`config.mk`:
```
export PLATFORM = sky130hd
export DESIGN_NAME = ife_block_dispatch_queue
export DESIGN_NICKNAME = d
export VERILOG_FILES = /design/src/rtl/ife_pkg.sv /design/src/rtl/ife_rr_arbiter.sv /design/src/rtl/ife_block_dispatch_queue.sv
export SDC_FILE = /design/constraint.sdc
export NUM_CORES = 1
export LEC_CHECK = 0
export CORE_UTILIZATION = 40
export DETAILED_ROUTE_END_ITERATION = 10
export PLACE_DENSITY = 0.64
export SLEW_MARGIN = 20
export SYNTH_ARGS = -nofsm -noshare
export SYNTH_HDL_FRONTEND = slang
export SYNTH_HIERARCHICAL = 1
export SYNTH_SLANG_ARGS = --single-unit
```
`constraint.sdc`:
```
create_clock -name clk -period 24.4 [get_ports clk]
set_input_delay 4.88 -clock clk [delete_from_list [all_inputs] [get_ports clk]]
set_output_delay 4.88 -clock clk [all_outputs]
set_load 0.02 [all_outputs]
```
`src/rtl/ife_pkg.sv`:
```
// Shared defaults for the block dispatch queue: parameter values, the default
// block record and a small modulo-increment helper.
package ife_pkg;

    localparam int unsigned DefBlockIdWidth = 8;
    localparam int unsigned DefInstrWidth   = 32;
    localparam int unsigned DefBlockSize    = 4;
    localparam int unsigned DefQueueDepth   = 8;
    localparam int unsigned DefNumCores     = 2;

    typedef struct packed {
        logic [DefBlockIdWidth-1:0]                   id;
        logic [DefBlockSize-1:0][DefInstrWidth-1:0]   instrs;
    } block_t;

    function automatic int unsigned wrap_inc(input int unsigned v, input int unsigned n);
        return (v + 1 >= n) ? 0 : v + 1;
    endfunction

endpackage

```
`src/rtl/ife_rr_arbiter.sv`:
```
// Combinational round-robin picker: first request at or above ptr_i (mod NUM_REQ)
// wins; returns a one-hot grant plus its index.
module ife_rr_arbiter #(
    parameter int unsigned NUM_REQ   = 2,
    parameter int unsigned IDX_WIDTH = 1
) (
    input  logic [NUM_REQ-1:0]   req_i,
    input  logic [IDX_WIDTH-1:0] ptr_i,
    output logic [NUM_REQ-1:0]   grant_o,
    output logic [IDX_WIDTH-1:0] grant_idx_o
);

    logic                 found;
    logic [IDX_WIDTH:0]   sum;
    logic [IDX_WIDTH-1:0] cand;

    always_comb begin
        grant_o     = '0;
        grant_idx_o = '0;
        found       = 1'b0;
        sum         = '0;
        cand        = '0;
        for (int unsigned i = 0; i < NUM_REQ; i++) begin
            sum = {1'b0, ptr_i} + (IDX_WIDTH + 1)'(i);
            if (sum >= (IDX_WIDTH + 1)'(NUM_REQ)) begin
                sum = sum - (IDX_WIDTH + 1)'(NUM_REQ);
            end
            cand = sum[IDX_WIDTH-1:0];
            if (!found && req_i[cand]) begin
                found         = 1'b1;
                grant_o[cand] = 1'b1;
                grant_idx_o   = cand;
            end
        end
    end

endmodule

```
`src/rtl/ife_block_dispatch_queue.sv`:
```
// Block FIFO feeding one registered output slot per core; the head entry moves
// into one available slot per cycle, chosen round-robin.
module ife_block_dispatch_queue
    import ife_pkg::*;
#(
    parameter int unsigned BLOCK_ID_WIDTH = DefBlockIdWidth,
    parameter int unsigned INSTR_WIDTH    = DefInstrWidth,
    parameter int unsigned BLOCK_SIZE     = DefBlockSize,
    parameter int unsigned QUEUE_DEPTH    = DefQueueDepth,
    parameter int unsigned NUM_CORES      = DefNumCores
) (
    input  logic                                        clk,
    input  logic                                        rst_n,
    input  logic [BLOCK_ID_WIDTH-1:0]                   block_id_in,
    input  logic [BLOCK_SIZE*INSTR_WIDTH-1:0]           block_in,
    input  logic                                        valid_in,
    output logic                                        ready_in,
    input  logic                                        flush_i,
    output logic [NUM_CORES*BLOCK_ID_WIDTH-1:0]         core_block_id_out,
    output logic [NUM_CORES*BLOCK_SIZE*INSTR_WIDTH-1:0] core_block_out,
    output logic [NUM_CORES-1:0]                        core_valid_out,
    input  logic [NUM_CORES-1:0]                        core_ready,
    output logic [$clog2(QUEUE_DEPTH):0]                count_o
);

    localparam int unsigned PtrW = $clog2(QUEUE_DEPTH);
    localparam int unsigned RrW  = (NUM_CORES > 1) ? $clog2(NUM_CORES) : 1;
    localparam int unsigned BlkW = BLOCK_SIZE * INSTR_WIDTH;

    typedef struct packed {
        logic [BLOCK_ID_WIDTH-1:0]                id;
        logic [BLOCK_SIZE-1:0][INSTR_WIDTH-1:0]   instrs;
    } block_t;

    logic [PtrW:0]        head_q, head_d, tail_q, tail_d;
    logic [NUM_CORES-1:0] slot_valid_q, slot_valid_d;
    logic [RrW-1:0]       rr_q, rr_d;

    block_t mem_q  [QUEUE_DEPTH];
    block_t slot_q [NUM_CORES];

    logic                 full, empty, push, dispatch;
    logic [NUM_CORES-1:0] slot_avail, req, grant;
    logic [RrW-1:0]       grant_idx;
    block_t               in_blk, head_blk;

    // Wrap bit set apart with equal index bits means the FIFO has lapped the head.
    assign full  = (head_q[PtrW-1:0] == tail_q[PtrW-1:0]) && (head_q[PtrW] != tail_q[PtrW]);
    assign empty = (head_q == tail_q);

    assign ready_in = !full && !flush_i;
    assign push     = valid_in && ready_in;

    assign slot_avail = ~slot_valid_q | core_ready;
    assign req        = (empty || flush_i) ? '0 : slot_avail;
    assign dispatch   = |grant;

    assign in_blk.id     = block_id_in;
    assign in_blk.instrs = block_in;
    assign head_blk      = mem_q[head_q[PtrW-1:0]];

    ife_rr_arbiter #(
        .NUM_REQ   (NUM_CORES),
        .IDX_WIDTH (RrW)
    ) u_rr_arbiter (
        .req_i       (req),
        .ptr_i       (rr_q),
        .grant_o     (grant),
        .grant_idx_o (grant_idx)
    );

    always_comb begin
        head_d       = head_q;
        tail_d       = tail_q;
        slot_valid_d = slot_valid_q;
        rr_d         = rr_q;
        if (flush_i) begin
            head_d       = '0;
            tail_d       = '0;
            slot_valid_d = '0;
            rr_d         = '0;
        end else begin
            if (push) begin
                tail_d = tail_q + {{PtrW{1'b0}}, 1'b1};
            end
            if (dispatch) begin
                head_d = head_q + {{PtrW{1'b0}}, 1'b1};
                rr_d   = RrW'(wrap_inc(32'(grant_idx), NUM_CORES));
            end
            // Consumed slots drop unless refilled this same cycle.
            slot_valid_d = (slot_valid_q & ~core_ready) | grant;
        end
    end

    always_ff @(posedge clk or negedge rst_n) begin
        if (!rst_n) begin
            head_q       <= '0;
            tail_q       <= '0;
            slot_valid_q <= '0;
            rr_q         <= '0;
        end else begin
            head_q       <= head_d;
            tail_q       <= tail_d;
            slot_valid_q <= slot_valid_d;
            rr_q         <= rr_d;
        end
    end

    // Payload storage carries no reset; validity alone qualifies it.
    always_ff @(posedge clk) begin
        if (push) begin
            mem_q[tail_q[PtrW-1:0]] <= in_blk;
        end
        for (int unsigned k = 0; k < NUM_CORES; k++) begin
            if (grant[k]) begin
                slot_q[k] <= head_blk;
            end
        end
    end

    for (genvar k = 0; k < NUM_CORES; k++) begin : g_out
        assign core_block_id_out[k*BLOCK_ID_WIDTH +: BLOCK_ID_WIDTH] = slot_q[k].id;
        assign core_block_out[k*BlkW +: BlkW]                        = slot_q[k].instrs;
    end

    assign core_valid_out = slot_valid_q;
    assign count_o        = tail_q - head_q;

endmodule

```
# == Word-level counts from Yosys, hierarchy flattened ==
# Memories as Yosys holds them, arrays and structs flattened.
# Index checks and enable logic that the tools add are counted.
# totals
register_bits,11
latch_bits,0
mem_bits_rw,1360
romBits,0
input_bits,142
out_inout_bits,279
wordCells,76
memories,2
# memory_table
name,words,word_bits,rd,rd_clocked_by_memory_dff,wr,line_no,source
mem_q,8,136,1,0,1,ife_block_dispatch_queue.sv:39,block_t mem_q [QUEUE_DEPTH];
slot_q,2,136,2,0,1,ife_block_dispatch_queue.sv:40,block_t slot_q [NUM_CORES];
# op_classes
add_sub_neg,7
mul,0
div_mod_pow,0
order_cmp,7
eq_ne,3
shift,0
muxes,33
bitwise_logic,6
n_reduce_logical,14
# op_table
op,n
$mux W136,1
$reduce_or A136 Y1,1
$mux W1,22
$mux W4,4
$add A4 B1 Y4 const B,2
$mux W2,4
$logic_and A1 B1 Y1,6
$or A2 B2 Y2,3
$add A1 B1 Y2 const B,2
$eq A4 B4 Y1,1
$ge A2 B2 Y1 const B,2
$lt A1 B2 Y1 const B,2
$not A2 Y2,2
$reduce_bool A2 Y1,2
$sub A4 B4 Y4,1
$eq A3 B3 Y1,1
$logic_not A1 Y1,3
$and A2 B2 Y2,1
$demux W1 S1,2
$ge A1 B1 Y1 const B,2
$ge A1 B2 Y1 const B,1
$reduce_or A2 Y1,1
$sub A1 B1 Y1 const B,2
$logic_or A1 B1 Y1,1
$ne A1 B1 Y1,1

# == Longest topological paths before layout ==
# depth
depth_word,14
mapped_depth,14
depth_no_buf,10

# == Hierarchy ==
# Netlist, hierarchy kept.
# by_module_without_submodules
mod,n_inst,cells_per_inst,area_per_inst_um2,seq_area_each_um2
ife_block_dispatch_queue,1,2212,49819.0,41114.4
ife_rr_arbiter,1,4,30.0,0.0

# == Least setup slack after synthesis ==
# No wires, ideal clock.
# synth_path
kind,input -> register
startpoint,input flush_i
endpoint,"memory mem_q[4][0] (netlist name), enable pin"
arrival_ps,18956
t_required_ps,23387
setup_slack_ps,4431
stages,2
path_buffers,0
path_cell_list,a21o_1 -> nor4b_1
# synth_via
elab_chain_len,5
# synth_rtl
item,line_no,source
"start, declared",ife_block_dispatch_queue.sv:18,"input logic flush_i,"
$logic_not A1 Y1,ife_block_dispatch_queue.sv:51,assign ready_in = !full && !flush_i;
$logic_and A1 B1 Y1,ife_block_dispatch_queue.sv:51,
$logic_and A1 B1 Y1,ife_block_dispatch_queue.sv:52,assign push = valid_in && ready_in;
$mux W1,ife_block_dispatch_queue.sv:111,if (push) begin
$mux W1 (not written as such),ife_block_dispatch_queue.sv:112,mem_q[tail_q[PtrW-1:0]] <= in_blk;
"end, declared",ife_block_dispatch_queue.sv:39,
# No other way between the ends.

# == Worst setup path after layout ==
# layout_path
startpoint,input flush_i
endpoint,output ready_in
# layout_via
elab_chain_len,2
# layout_rtl
item,line_no,source
$logic_not A1 Y1,ife_block_dispatch_queue.sv:51,
$logic_and A1 B1 Y1,ife_block_dispatch_queue.sv:51,
"end, declared",ife_block_dispatch_queue.sv:17,"output logic ready_in,"
# No other way between the ends.

==> impl_metrics.tcl <==
set metrics [dict create \
    final_cell_mix "1,360 x edfxtp_1, 420 x clkdlybuf4s50_1, 413 x nand2_1" \
    hold_buffers 0 \
    worst_path_most_repeated_cell "clkdlybuf4s50_1" \
    root_buffer "clkbuf_16" \
    syn_area_per_cell_um2 22.5 \
    synth_top_flop_cell "edfxtp_1" \
    start_util_pct 40.3 \
    syn_area_um2 49800 \
    reg2reg_setup_slack_ns 19.49 \
    regToRegEndpoint "mem_q[3][61]" \
    cts_setup_buffers 0 \
    io-pin-count 421 \
    finish.utilization_pct 49.0 \
    cts_tree "done" \
    yosys.area.top_type "edfxtp_1" \
    dieArea_um2 126000 \
    slew_headroom_pct 27.5 \
    async_reset_ff_share_pct 0.802 \
    cp_slowest_stage_delay_ns 0.71 \
    synth_edf_count 1360 \
    critPathTopFamily "buffers and inverters" \
    synth_top_family_by_area "multiplexers" \
    syn_inst 2216 \
    cts-htree-levels 4 \
    worst_ep_required_time_ns 19.52 \
    drc 0 \
    timing.final.hold_violations 0 \
    setup_viol 0 \
    critPathArrivalTime_ns 6.71 \
    p_int_uw 4750 \
    track_usage_pct 16.8 \
    ys_types 32 \
    viasPerCell 5.06 \
    chipHeight_um 355 \
    path_max_fanout 14 \
    synth_compound_area_share_pct 0.168 \
    hp-class "flip-flop to flip-flop" \
    crit_chain "clkdlybuf4s50_1 -> a21o_1 -> inv_1 -> clkdlybuf4s50_1" \
    final_nets 2872 \
    criticalPathCategory "primary input to primary output" \
    grt-ovfl-total 0 \
    clkPwrFrac_pct 33.6 \
    rsz0062_at_grt "false" \
    p_sw_uw 1660 \
    dieWidth_um 355 \
    wl_per_cell_um 23.4 \
    clock_latency_ns 0.78 \
    power_uw 6420 \
    antenna_found_initial 30 \
    r2r_cells 9 \
    drt_iter0_drc 1645 \
    gp_congestion 0.740 \
    cts_sinks 1371 \
    p_leak_uw 0.0194 \
    clock.fmax_mhz 86.3 \
    routed_wl_mm 105 \
    num_rows 129 \
    vdd_drop_max_v 0.0000681 \
    fin_skew_ns 0.0264 \
    r2r-start "head_q[2]" \
    synth_area_leaders "edfxtp_1 82%, mux4_2 12%, nand2_1 3.1%" \
    critPathCaptureType "primary output" \
    synthXorXnorAreaFrac_pct 0.158 \
    dp_hpwl_mm 57.1 \
    fin_setup_tns_ns 0 \
    synth_top_area_share_pct 81.9 \
    clk_pin_slew_worst_paths_ns 0.06 \
    ant_nets 0 \
    worst_hold_path.endpoint "tail_q[3]" \
    grt_first_pass_wirelength_mm 155 \
    powerDensity_nw_per_um2 106 \
    port_buffers 420 \
    layout-drive-gt1-share_pct 18.6 \
    crit_buf_inv 3 \
    holdPathStages 2 \
    cts_buffer_depth 3 \
    core_area_um2 124000 \
    maxCapViolCount 0 \
    firstDrtPassIters 5 \
    synthAdderAreaFrac_pct 0.166 \
    setup_ws_ns 12.81 \
    p_seq_share_pct 46.1 \
    status "complete, no violations" \
    synth_nets 2364 \
    final_common_cell "edfxtp_1" \
    pwr-share-comb_pct 20.3 \
    switching_share_pct 25.9 \
    min_period_ns 11.59 \
    cts_buffers 143 \
    grt_pass1_vias 24200 \
    slew_violations 0 \
    critPathSlowestCell "clkdlybuf4s50_1" \
    cts_resized 0 \
    ys_seq_area_share_pct 82.5 \
    cp-start-kind "primary input" \
    yosys_warnings 6 \
    vias 22700 \
    grt_max_degree 151 \
    tightest_slew_ns 1.09 \
    synthMuxAreaShare_pct 12.3 \
    synthSimpleGateAreaFrac_pct 3.41 \
    hp-start "tail_q[3]" \
    areaGrowthSynthToFinish_pct 21.6 \
    ys_ff_latch 1371 \
    whs_ns 0.579 \
    dpl_worst_slack_ns 12.81 \
    fin_crit_sh_pct 47.5 \
]
## stage by stage
| stage | area, um2 | std cells |
|---|---|---|
| global route | 60600 | 4480 |
| global placement | 55900 | 4216 |
| detailed placement | 55900 | 4216 |
| finish | 60600 | 4481 |
| CTS | 60600 | 4474 |
| floorplan | 49800 | 2216 |
## worst max path at each step
stage	start	endpoint	slack [ns]	cells after the start
finish	flush_i	ready_in	12.81	4
global route	flush_i	ready_in	12.71	4
CTS	flush_i	ready_in	12.81	4
detailed placement	flush_i	ready_in	12.81	4
global placement	flush_i	ready_in	12.80	4
floorplan	flush_i	mem_q[4][0]	4.43	2
## power by group through the flow
stage	clock (uW)	sequential [uW]	combinational, uW
floorplan	0	3220	634
global placement	0	3000	1310
detailed placement	0	3010	1330
CTS	2210	2960	1340
global route	2300	2980	1390
finish	2160	2960	1300
## synth_stat cells (all sizes together), types with 3 or more instances
| library cell | count |
|---|---|
| a21boi | 3 |
| buf | 59 |
| clkbuf | 36 |
| dfrtp | 11 |
| edfxtp | 1360 |
| ha | 5 |
| inv | 7 |
| mux4 | 272 |
| nand2 | 413 |
| nor2 | 15 |
| nor2b | 3 |
| nor3 | 3 |
| xnor2 | 5 |
| xor2 | 4 |
## cell type report
cell class	count	area [um2]
fill	9933	63000
sequential	1371	41100
multi-input combinational	743	8160
timing repair buffer	458	4530
clock buffer	178	3770
tap	1637	2050
clock inverter	80	907
inverter	7	31.3
antenna	7	17.5
## cell families after synthesis
kind of cell / after synthesis
flops: 1371
simple gates: 443
mux: 274
buf+inv: 102
compound gates: 11
xor+xnor: 9
fa+ha+maj: 6
## worst register-to-register path: cells and delay by family, from the launching register on
family,cells,cell delay [ns]
fa+ha+maj,1,0.47
simple gates,3,0.52
compound gates,1,0.29
flops,1,0.72
buf+inv,4,2.51
## flip-flops by register name (all words and copies together) (netlist names)
register	flops
slot_q	272
core_valid_out	2
head_q	4
rr_q	1
tail_q	4
mem_q	1088
## routing by layer
metal | share of wire [%] | routed length [um] | GRT usage [%]
met1 | 40 | 42000 | 20.8
met2 | 51 | 53800 | 28.6
met3 | 6.1 | 6350 | 4.36
met4 | 2.2 | 2320 | 5.83
met5 | 0.22 | 230 | 0
(Power assumes the default switching activity.)
